## src/rtl/sc_datapath_sequencer.sv

```systemverilog
// Microprogram sequencer driving the uDATAPATH control buses: ACC = FIX0 * FIX1, then ACC -> shifter (+ optional shifts).
// Latency: done pulses 2*FIX1 + 6 + SHIFT_STEPS cycles after the start-sample edge; outputs are Moore-decoded from state.
// Backpressure: none; start is only sampled in IDLE/ERROR and ignored while busy.
//
// Ports:
//   SC_DPCTRL_CLOCK_50 / SC_DPCTRL_RESET_InLow       clock, async active-low reset
//   SC_DPCTRL_start_In                               start request
//   SC_DPCTRL_{overflow,carry,negative,zero}_InLow   active-low ALU flags for the current cycle
//   decoder clear/load, bus A/B mux, ALU select      datapath control buses
//   regSHIFTER clear/load (active-low), shift mode   shift-register controls
//   busy / done / error                              status
module sc_datapath_sequencer #(
  parameter int DATAWIDTH_DECODER_SELECTION    = 4,
  parameter int DATAWIDTH_MUX_SELECTION        = 3,
  parameter int DATAWIDTH_ALU_SELECTION        = 4,
  parameter int DATAWIDTH_REGSHIFTER_SELECTION = 2,
  parameter logic [DATAWIDTH_DECODER_SELECTION-1:0] DEC_NOP = {DATAWIDTH_DECODER_SELECTION{1'b1}},
  parameter int REG_ACC  = 0,
  parameter int REG_CNT  = 1,
  parameter int MUX_FIX0 = 6,
  parameter int MUX_FIX1 = 7,
  parameter logic [DATAWIDTH_ALU_SELECTION-1:0] ALU_PASSA = DATAWIDTH_ALU_SELECTION'(0),
  parameter logic [DATAWIDTH_ALU_SELECTION-1:0] ALU_ADD   = DATAWIDTH_ALU_SELECTION'(1),
  parameter logic [DATAWIDTH_ALU_SELECTION-1:0] ALU_DECA  = DATAWIDTH_ALU_SELECTION'(2),
  parameter int SHIFT_STEPS = 0,
  parameter logic [DATAWIDTH_REGSHIFTER_SELECTION-1:0] SHIFT_DIR = DATAWIDTH_REGSHIFTER_SELECTION'(1),
  parameter int MAX_ITER = 255
) (
  input  logic                                      SC_DPCTRL_CLOCK_50,
  input  logic                                      SC_DPCTRL_RESET_InLow,
  input  logic                                      SC_DPCTRL_start_In,
  input  logic                                      SC_DPCTRL_overflow_InLow,
  input  logic                                      SC_DPCTRL_carry_InLow,
  input  logic                                      SC_DPCTRL_negative_InLow,
  input  logic                                      SC_DPCTRL_zero_InLow,
  output logic [DATAWIDTH_DECODER_SELECTION-1:0]    SC_DPCTRL_decoderclearselection_OutBUS,
  output logic [DATAWIDTH_DECODER_SELECTION-1:0]    SC_DPCTRL_decoderloadselection_OutBUS,
  output logic [DATAWIDTH_MUX_SELECTION-1:0]        SC_DPCTRL_muxselectionBUSA_OutBUS,
  output logic [DATAWIDTH_MUX_SELECTION-1:0]        SC_DPCTRL_muxselectionBUSB_OutBUS,
  output logic [DATAWIDTH_ALU_SELECTION-1:0]        SC_DPCTRL_aluselection_OutBUS,
  output logic                                      SC_DPCTRL_regSHIFTERclear_OutLow,
  output logic                                      SC_DPCTRL_regSHIFTERload_OutLow,
  output logic [DATAWIDTH_REGSHIFTER_SELECTION-1:0] SC_DPCTRL_regSHIFTERshiftselection_OutLow,
  output logic                                      SC_DPCTRL_busy_Out,
  output logic                                      SC_DPCTRL_done_Out,
  output logic                                      SC_DPCTRL_error_Out
);

  localparam int ITER_W = (MAX_ITER < 2) ? 1 : $clog2(MAX_ITER + 1);
  localparam logic [ITER_W-1:0] ITER_LIMIT = ITER_W'(MAX_ITER);
  localparam logic [1:0] LAST_STEP = (SHIFT_STEPS > 0) ? 2'(SHIFT_STEPS - 1) : 2'd0;

  localparam logic [DATAWIDTH_DECODER_SELECTION-1:0] DEC_ACC = DATAWIDTH_DECODER_SELECTION'(REG_ACC);
  localparam logic [DATAWIDTH_DECODER_SELECTION-1:0] DEC_CNT = DATAWIDTH_DECODER_SELECTION'(REG_CNT);
  localparam logic [DATAWIDTH_MUX_SELECTION-1:0] MUX_ACC = DATAWIDTH_MUX_SELECTION'(REG_ACC);
  localparam logic [DATAWIDTH_MUX_SELECTION-1:0] MUX_CNT = DATAWIDTH_MUX_SELECTION'(REG_CNT);
  localparam logic [DATAWIDTH_MUX_SELECTION-1:0] MUX_F0  = DATAWIDTH_MUX_SELECTION'(MUX_FIX0);
  localparam logic [DATAWIDTH_MUX_SELECTION-1:0] MUX_F1  = DATAWIDTH_MUX_SELECTION'(MUX_FIX1);

  typedef enum logic [3:0] {
    IDLE, CLR_ACC, CLR_CNT, LD_CNT, ADD, DEC, CLR_SH, LD_SH, SHIFT, DONE, ERROR
  } stateT;

  stateT             state;
  stateT             stateNext;
  logic [ITER_W-1:0] iterCnt;
  logic [1:0]        stepCnt;

  // The carry flag carries no meaning for this microprogram.
  logic unusedCarry;
  assign unusedCarry = SC_DPCTRL_carry_InLow;

  always_ff @(posedge SC_DPCTRL_CLOCK_50 or negedge SC_DPCTRL_RESET_InLow) begin
    if (!SC_DPCTRL_RESET_InLow) begin
      state   <= IDLE;
      iterCnt <= '0;
      stepCnt <= '0;
    end else begin
      state <= stateNext;
      if (state == CLR_CNT)
        iterCnt <= '0;
      else if (state == ADD)
        iterCnt <= iterCnt + 1'b1;
      // Step counter only runs while shifting, so it is zero on SHIFT entry.
      if (state == SHIFT)
        stepCnt <= stepCnt + 2'd1;
      else
        stepCnt <= '0;
    end
  end

  always_comb begin
    stateNext = state;
    SC_DPCTRL_decoderclearselection_OutBUS    = DEC_NOP;
    SC_DPCTRL_decoderloadselection_OutBUS     = DEC_NOP;
    SC_DPCTRL_muxselectionBUSA_OutBUS         = '0;
    SC_DPCTRL_muxselectionBUSB_OutBUS         = '0;
    SC_DPCTRL_aluselection_OutBUS             = ALU_PASSA;
    SC_DPCTRL_regSHIFTERclear_OutLow          = 1'b1;
    SC_DPCTRL_regSHIFTERload_OutLow           = 1'b1;
    SC_DPCTRL_regSHIFTERshiftselection_OutLow = '0;
    SC_DPCTRL_busy_Out                        = 1'b0;
    SC_DPCTRL_done_Out                        = 1'b0;
    SC_DPCTRL_error_Out                       = 1'b0;

    unique case (state)
      IDLE: begin
        if (SC_DPCTRL_start_In) stateNext = CLR_ACC;
      end
      CLR_ACC: begin
        SC_DPCTRL_busy_Out = 1'b1;
        SC_DPCTRL_decoderclearselection_OutBUS = DEC_ACC;
        stateNext = CLR_CNT;
      end
      CLR_CNT: begin
        SC_DPCTRL_busy_Out = 1'b1;
        SC_DPCTRL_decoderclearselection_OutBUS = DEC_CNT;
        stateNext = LD_CNT;
      end
      LD_CNT: begin
        SC_DPCTRL_busy_Out = 1'b1;
        SC_DPCTRL_muxselectionBUSA_OutBUS = MUX_F1;
        SC_DPCTRL_decoderloadselection_OutBUS = DEC_CNT;
        // Zero multiplier: skip the add/decrement loop entirely.
        stateNext = SC_DPCTRL_zero_InLow ? ADD : CLR_SH;
      end
      ADD: begin
        SC_DPCTRL_busy_Out = 1'b1;
        SC_DPCTRL_muxselectionBUSA_OutBUS = MUX_ACC;
        SC_DPCTRL_muxselectionBUSB_OutBUS = MUX_F0;
        SC_DPCTRL_aluselection_OutBUS = ALU_ADD;
        SC_DPCTRL_decoderloadselection_OutBUS = DEC_ACC;
        stateNext = SC_DPCTRL_overflow_InLow ? DEC : ERROR;
      end
      DEC: begin
        SC_DPCTRL_busy_Out = 1'b1;
        SC_DPCTRL_muxselectionBUSA_OutBUS = MUX_CNT;
        SC_DPCTRL_aluselection_OutBUS = ALU_DECA;
        SC_DPCTRL_decoderloadselection_OutBUS = DEC_CNT;
        // Flags describe the decremented count being written back this cycle.
        if (!SC_DPCTRL_negative_InLow)  stateNext = ERROR;
        else if (!SC_DPCTRL_zero_InLow) stateNext = CLR_SH;
        else if (iterCnt == ITER_LIMIT) stateNext = ERROR;
        else                            stateNext = ADD;
      end
      CLR_SH: begin
        SC_DPCTRL_busy_Out = 1'b1;
        SC_DPCTRL_regSHIFTERclear_OutLow = 1'b0;
        stateNext = LD_SH;
      end
      LD_SH: begin
        SC_DPCTRL_busy_Out = 1'b1;
        SC_DPCTRL_muxselectionBUSA_OutBUS = MUX_ACC;
        SC_DPCTRL_regSHIFTERload_OutLow = 1'b0;
        stateNext = (SHIFT_STEPS == 0) ? DONE : SHIFT;
      end
      SHIFT: begin
        SC_DPCTRL_busy_Out = 1'b1;
        SC_DPCTRL_regSHIFTERshiftselection_OutLow = SHIFT_DIR;
        if (stepCnt == LAST_STEP) stateNext = DONE;
      end
      DONE: begin
        SC_DPCTRL_done_Out = 1'b1;
        stateNext = IDLE;
      end
      ERROR: begin
        SC_DPCTRL_error_Out = 1'b1;
        if (SC_DPCTRL_start_In) stateNext = CLR_ACC;
      end
      default: stateNext = IDLE;
    endcase
  end

endmodule

```

## config.mk

```make
export PLATFORM = sky130hd
export DESIGN_NAME = sc_datapath_sequencer
export DESIGN_NICKNAME = d
export VERILOG_FILES = /design/src/rtl/sc_datapath_sequencer.sv
export SDC_FILE = /design/constraint.sdc
export NUM_CORES = 1
export LEC_CHECK = 0
export CORE_MARGIN = 4
export CORE_UTILIZATION = 25
export DETAILED_ROUTE_END_ITERATION = 10
export SYNTH_ARGS = -nofsm -noshare
export SYNTH_HDL_FRONTEND = slang
export SYNTH_SLANG_ARGS = --single-unit
export TNS_END_PERCENT = 5
```

## constraint.sdc

```tcl
create_clock -name SC_DPCTRL_CLOCK_50 -period 4.43 [get_ports SC_DPCTRL_CLOCK_50]
set_input_delay 1.1075 -clock SC_DPCTRL_CLOCK_50 [delete_from_list [all_inputs] [get_ports SC_DPCTRL_CLOCK_50]]
set_output_delay 1.1075 -clock SC_DPCTRL_CLOCK_50 [all_outputs]
set_load 0.02 [all_outputs]
```

======== Yosys cells after proc, flatten, opt, wreduce, memory -nomap -nowiden ========
Cells that the tools add are included.
storage, ports and cells
  register bits ........................... 14
  latch bits .............................. 0
  bits in writable memories ............... 0
  ROM bits ................................ 0
  input port bits ......................... 7
  output and inout port bits .............. 25
  word-level logic and storage cells ...... 47
  memories ................................ 0
cells by class
  add/sub/neg operators ................... 2
  $mul .................................... 0
  divide/modulo/power cells ............... 0
  order comparisons ....................... 0
  equality and inequality tests ........... 13
  shifts and indexed selects .............. 0
  mux-type cells .......................... 22
  bitwise gates (word level) .............. 0
  reductions and logical operators ........ 7
operator list
  kind                                                                   number
  4-bit case mux with 9 select lines                                     1
  4-bit two-way mux                                                      6
  4-bit by 3-bit equality test with 1-bit output, second input constant  4
  8-bit two-way mux                                                      2
  4-bit case mux with 2 select lines                                     2
  4-bit equality test, second input constant                             3
  8-bit by 1-bit adder with 8-bit output, second input constant          1
  4-bit by 2-bit equality test with 1-bit output, second input constant  2
  8-bit equality test, second input constant                             1
  8-bit OR reduction                                                     1
  1-bit two-way mux                                                      6
  3-bit case mux with 2 select lines                                     1
  4-bit by 1-bit equality test with 1-bit output, second input constant  1
  4-bit zero test                                                        1
  2-bit two-way mux                                                      2
  2-bit by 1-bit != test with 1-bit output, second input constant        2
  2-bit case mux with 2 select lines                                     1
  2-bit OR reduction                                                     2
  3-bit two-way mux                                                      1
  2-bit by 1-bit adder with 2-bit output, second input constant          1
  2-bit zero test                                                        1
  2-bit AND reduction                                                    1
  2-bit nonzero test                                                     1

======== Depth between registers and ports, before layout ========
  depth in word-level cells ............... 5
  gate-level depth with buffers ........... 6
  depth with buffers taken out ............ 5

======== Worst setup path after synthesis ========
No wires, ideal clock.
  path type ............................... register -> output
  from .................................... register state[1]
  to ...................................... output SC_DPCTRL_decoderloadselection_OutBUS[2]
  arrival time ............................ 1.979 ns
  required time ........................... 3.323 ns
  path slack .............................. 1.344 ns
  cell stages (with the launch flop) ...... 7
  buffers on the path ..................... 2
  cell sequence ........................... dfrtp_1 buf_1 nand2_1 nor3_1 or2_2 nor2_1 buf_4
on the way
  word-level cells in the longest chain between the ends .. 3
  elaborated cells between the ends (all ways) .. 5
  those cells by class .................... 3 x eq/ne; 1 x mux; 1 x reduce/logical
ends and longest elaborated chain
  element                                                                                                                  RTL line  RTL
  start, declared                                                                                                          64        stateT state;
  start signal, assigned                                                                                                   79        state <= stateNext;
  4-bit by 3-bit equality test with 1-bit output / 4-bit by 2-bit equality test with 1-bit output (equally long branches)  106       unique case (state)
  2-bit OR reduction (no source line)                                                                                      --
  4-bit case mux with 2 select lines (*)                                                                                   106
  end, declared                                                                                                            37        output logic [DATAWIDTH_DECODER_SELECTION-1:0] SC_DPCTRL_decoderloadselection_OutBUS,
Every way passes the cells marked *; elsewhere a longest branch is shown, timed or not.

======== Final worst setup path ========
  from .................................... register state[3]
  to ...................................... output SC_DPCTRL_decoderloadselection_OutBUS[1]
Same word-level chain as after synthesis.

==> results.toml <==
[outcome]
status = "finished clean"

[clock_tree]
post_cts_buffers = 0
clkSinkCount = 14
cts_tree = "built"
cts.repair.resized = 0
clock_latency_ns = 0.25
cts_inserted_buffers = 3
postCtsHoldBufs = 0
clk_pin_slew_ns = 0.06
htreeDepth = 1
cts-root-buf = "clkbuf_8"
clockBufferDepth = 2

[setup_path]
crit_path_max_fanout = 15
critical_path.cell_chain = "or4b_1 -> inv_2 -> nor2_1 -> clkdlybuf4s50_1"
path_class = "reg -> out"
rr_endpoint = "iterCnt[6]"
path_buf_inv = 2
path_delay_family = "simple AND/OR/NAND/NOR gates"
path_depth = 4
cp.required_ns = 3.32
rrSetupSlack_ns = 2.44
max_stage_delay_ns = 0.77
crit_arrival_ns = 2.40
end_kind = "output pin"
reg2regPathDepth = 5
rr_startpoint = "state[3]"
slowest_stage = "or4b_1"
cp-start-kind = "flop"
crit_end = "SC_DPCTRL_decoderloadselection_OutBUS[1]"
setup.worst_path.start = "state[3]"

[final_layout]
fin_nets = 148
drive_above_1_share_pct = 8.759
fin_util_pct = 33.89
area_growth_pct = 29.01
diodes = 0

[synth]
synth_most_common_cell = "nor2_1"
synth-edff-count = 0
synth_top_area_share_pct = 35.62
yosys-top-cells-area = "dfrtp_1, buf_4, nor2_1"
yosysUniqueCellTypes = 37
synthesis.area_um2 = 983.4
netlist_top_cells_count = "nor2_1, dfrtp_1, buf_4"
synth_warnings = 0
synth_largest_area_cell = "dfrtp_1"
seq_area_frac_synth_pct = 35.62
synth_seq_cells = 14
synthFlopType = "dfrtp_1"
async_flop_share_pct = 100.0
syn_inst = 119
post_synth.cell_area_avg_um2 = 8.264

[detailed_routing]
drtPass1Iterations = 4
vias = 857
drtIter0Drc = 39
post_drt_wl_per_cell_um = 11.52
drc = 0
ant_nets = 0
drt-total-wl_um = 2132
routed_via_density = 4.632

[worst_hold_path]
worst_hold_path_type = "reg -> reg"

[grt]
grt_overflow = 0
antenna_found_initial = 0
grt_usage_pct = 8.602
grt_pass1_wl_um = 3519
grt_max_degree = 17
grt_pass1_vias = 788

[flow_run]
max_cap_viol_count = 0

[place]
dpl.hpwl_um = 1660
port_buffers = 26
place_congestion = 0.7619
dp_slack_ns = 1.171

[timing]
timing_worst_slew_pin_value_ns = 0.6176
rsz0062_at_grt = "false"
slew_violations = 0
finalSetupViolations = 0
final.min_clock_period_ns = 3.509
fin_ws_ns = 0.9207
fmax_mhz = 285.0
finalHoldViolCount = 0
relSlewSlack_pct = 58.70
finalCritPeriodShare_pct = 79.22
holdWs_ns = 0.4280
fin_worst_skew_ns = 0.005321
setup_tns_ns = 0

[floorplanning]
die_width_um = 70.72
dieArea_um2 = 5001
start_util_pct = 26.27
rows = 22
die_h_um = 70.72
core-area_um2 = 3744
pin_count = 32

[power]
power.total_uw = 864.0
p_leak_uw = 0.0005411
max-vdd-ir-drop_uv = 150.9
powerDensity_nw_per_um2 = 681.0
[per-layer routing]
metal  GRT usage (%)  part of all wire (%)
met5               0                     0
met3           2.415                   6.8
met2           13.29                    47
met1           10.84                    45
met4           4.593                   1.3
[worst reg2reg max path, stage by stage (launching register included)]
cell	delay (ns)
dfrtp_1	0.53
or4b_1	0.77
inv_2	0.21
nand4_1	0.14
xor2_1	0.17
nor2_1	0.06
[worst min-delay path by stage]
stage                  to        from  cells past startpoint
2_1_floorplan  stepCnt[0]  stepCnt[0]                      1
3_3_place_gp   stepCnt[0]  stepCnt[0]                      1
3_5_place_dp   stepCnt[0]  stepCnt[0]                      1
4_1_cts        stepCnt[0]  stepCnt[0]                      1
5_1_grt        stepCnt[0]  stepCnt[0]                      1
6_report       stepCnt[0]  stepCnt[0]                      1
[kinds of logic (layout without fill, tap and decap cells)]
group / Yosys count / in the layout / synth area share (%)
adders and majority gates: 3 / 3 / 3.562
buffers and inverters: 23 / 38 / 12.72
muxes: 2 / 2 / 2.163
DFF: 14 / 14 / 35.62
xor gates and xnor gates: 7 / 7 / 6.234
and+or+nand+nor: 51 / 51 / 26.85
other: 1 / 4 / 0.3813
AOI/OAI and AO/OA: 18 / 18 / 12.47
[power by group]
group          internal [µW]  switching, µW  leakage, µW  total (µW)
Combinational            261            280     0.000331         540
Sequential               152           68.1     0.000188         220
Clock                   60.1           43.3    0.0000216         103
[final cells by class]
type                            instances  area, µm²
Clock buffer                            3      41.29
Fill cell                             390       2475
Inverter                                8      30.03
Multi-Input combinational cell         85      519.2
Sequential cell                        14      350.3
Tap cell                               48      60.06
Timing Repair Buffer                   27      267.8
[registers in the layout (all words and copies together) (netlist names)]
signal and count:
state 4, stepCnt 2, iterCnt 8
[cell usage in the layout, fill, tap and decap left out, drive strengths merged]
| cell type | synthesis | routed |
|---|---|---|
| mux2i | 1 | 1 |
| o21ba | 1 | 1 |
| clkbuf | 3 | 3 |
| maj3 | 1 | 1 |
| or2 | 3 | 3 |
| or3 | 1 | 1 |
| nand2 | 6 | 6 |
| nand2b | 5 | 5 |
| and3b | 1 | 1 |
| or4b | 2 | 2 |
| dfrtp | 14 | 14 |
| ha | 2 | 2 |
| o21ai | 7 | 7 |
| buf | 12 | 1 |
| nor2 | 15 | 15 |
| conb | 1 | 4 |
| nand4 | 4 | 4 |
| inv | 8 | 8 |
| nor2b | 2 | 2 |
| a211oi | 2 | 2 |
| nor3 | 8 | 8 |
| mux2 | 1 | 1 |
| and3 | 1 | 1 |
| a221oi | 1 | 1 |
| nand3 | 2 | 2 |
| o221ai | 1 | 1 |
| xor2 | 3 | 3 |
| and2 | 1 | 1 |
| xnor2 | 4 | 4 |
| o31ai | 1 | 1 |
| a21oi | 3 | 3 |
| a21boi | 1 | 1 |
| a32oi | 1 | 1 |
| clkdlybuf4s50 | 0 | 26 |
[through the flow]
step | cell area (µm²) | cells
finish | 1269 | 185
global route | 1269 | 185
CTS | 1269 | 185
detailed placement | 1227 | 182
global placement | 1227 | 182
floorplan | 994.7 | 122
(Power assumes the default switching activity.)
==> variant (same flow settings) <==
`DATAWIDTH_DECODER_SELECTION`: 4 -> 5.
--- a/src/rtl/sc_datapath_sequencer.sv
+++ b/src/rtl/sc_datapath_sequencer.sv
@@ -10,7 +10,7 @@
 //   regSHIFTER clear/load (active-low), shift mode   shift-register controls
 //   busy / done / error                              status
 module sc_datapath_sequencer #(
-  parameter int DATAWIDTH_DECODER_SELECTION    = 4,
+  parameter int DATAWIDTH_DECODER_SELECTION    = 5,
   parameter int DATAWIDTH_MUX_SELECTION        = 3,
   parameter int DATAWIDTH_ALU_SELECTION        = 4,
   parameter int DATAWIDTH_REGSHIFTER_SELECTION = 2,
Ports: changed (resized SC_DPCTRL_decoderclearselection_OutBUS and SC_DPCTRL_decoderloadselection_OutBUS); port bits go from 32 to 34. No check against the original RTL was run, so the function may have changed too.
==> variant against the original RTL <==
- worst setup slack worse by 25 ps
- largest power group unchanged
- global-route usage is 0.30 points higher
- synthesized area is 1.5% higher
- count of clock-buffer cells in the layout stayed put
- routed wire length is 4.3% higher
- fmax is 0.71% lower
- sequential share of layout area is 0.43 points lower
- sequential cell count stayed put
- core utilization is 0.28 points higher
- highest routed layer unchanged
- final area is 1.6% higher
- total power is 5.9% higher
==> variant: results (changes against the original RTL) <==
Outcome:
- The run finished with clean final reports.

Power:
- The power share of the combinational group is 0.647 (+0.022).
- The internal portion of total power is 0.000498 W (+5.2%).
- The power drawn by the combinational cells is 0.000592 W (+9.6%).
- The leakage power was 0.549 nW (+1.5%).

Placed design:
- The worst setup timing slack at the placement stage was 1150 ps (-19.2 ps).
- The final RePlAce weighted congestion came to 0.713 (-6.4%).
- The number of buffers added on ports is 28 (+7.7%).
- The detailed placement HPWL is 1720 um (+3.8%).
- The post-placement cell area is 1250 um2 (+1.6%).

Route:
- The total met3 wirelength after detailed routing is 131 um (-10%).
- The average vias per placed instance is 4.61 (-0.49%).
- The routed length on met1 is 976 um (+1.7%).
- The detailed-route wire length is 2220 um (+4.3%).
- The routed length on met2 is 1090 um (+9.7%).

Worst setup path:
- The arrival time of the worst setup path was 2430 ps (+30 ps).
- The destination of the critical timing path is SC_DPCTRL_decoderloadselection_OutBUS[3].

Global routing:
- The first-pass GRT wire length is 3660 um (+4.1%).
- The total track usage is 0.0890 (+0.00297).
- The met3 routing resource usage after global routing is 0.0170 (-0.00710).
- The routing usage on met1 is 0.103 (-0.00541).

STA:
- The highest attainable clock frequency is 0.283 GHz (-0.71%).
- The worst clock skew on the final layout is 2.34 ps (-2.98 ps).
- The final-layout worst hold slack is 429 ps (+1.43 ps).

Synthesis:
- Yosys attributes the largest share of cell area to sky130_fd_sc_hd__dfrtp_1 35%, sky130_fd_sc_hd__buf_4 9.0%, sky130_fd_sc_hd__nor2_1 5.6%.
- The register area share after synthesis is 0.351 (-0.00536).
- For this run, the leading register cell type out of synthesis is sky130_fd_sc_hd__dfrtp_1.
- The mean cell area of the mapped netlist is 8.25 um2 (-0.15%).

Cells and area:
- The filler cell count in the final layout is 398 (+2.1%).
- The number of inserted diodes is 0 (unchanged).
- The number of nets in the finished design is 150 (+1.4%).
- The final core area utilization was 0.342 (+0.00284).
-- variant: worst reg2reg max path, cell delays in order (launching register included) --
cell	delay [ps]
sky130_fd_sc_hd__dfrtp_1	540
sky130_fd_sc_hd__or4b_1	780
sky130_fd_sc_hd__inv_2	220
sky130_fd_sc_hd__nand4_1	140
sky130_fd_sc_hd__xor2_1	170
sky130_fd_sc_hd__nor2_1	90
-- variant: area by class of cell --
cell class                      instances  share of cell area
Multi-Input combinational cell         85               0.403
Sequential cell                        14               0.272
Timing Repair Buffer                   29               0.223
Tap cell                               48              0.0466
Clock buffer                            3              0.0320
Inverter                                8              0.0233
-- variant: cell families (layout without fill, tap and decap cells) --
family | Yosys count | count (layout) | share of synthesized area
flops | 14 | 14 | 0.351
other cells | 1 | 4 | 0.00376
xor+xnor | 7 | 7 | 0.0614
fa+ha+maj | 3 | 3 | 0.0351
compound gates | 18 | 18 | 0.123
simple gates | 51 | 51 | 0.264
mux | 2 | 2 | 0.0213
buf+inv | 25 | 40 | 0.140
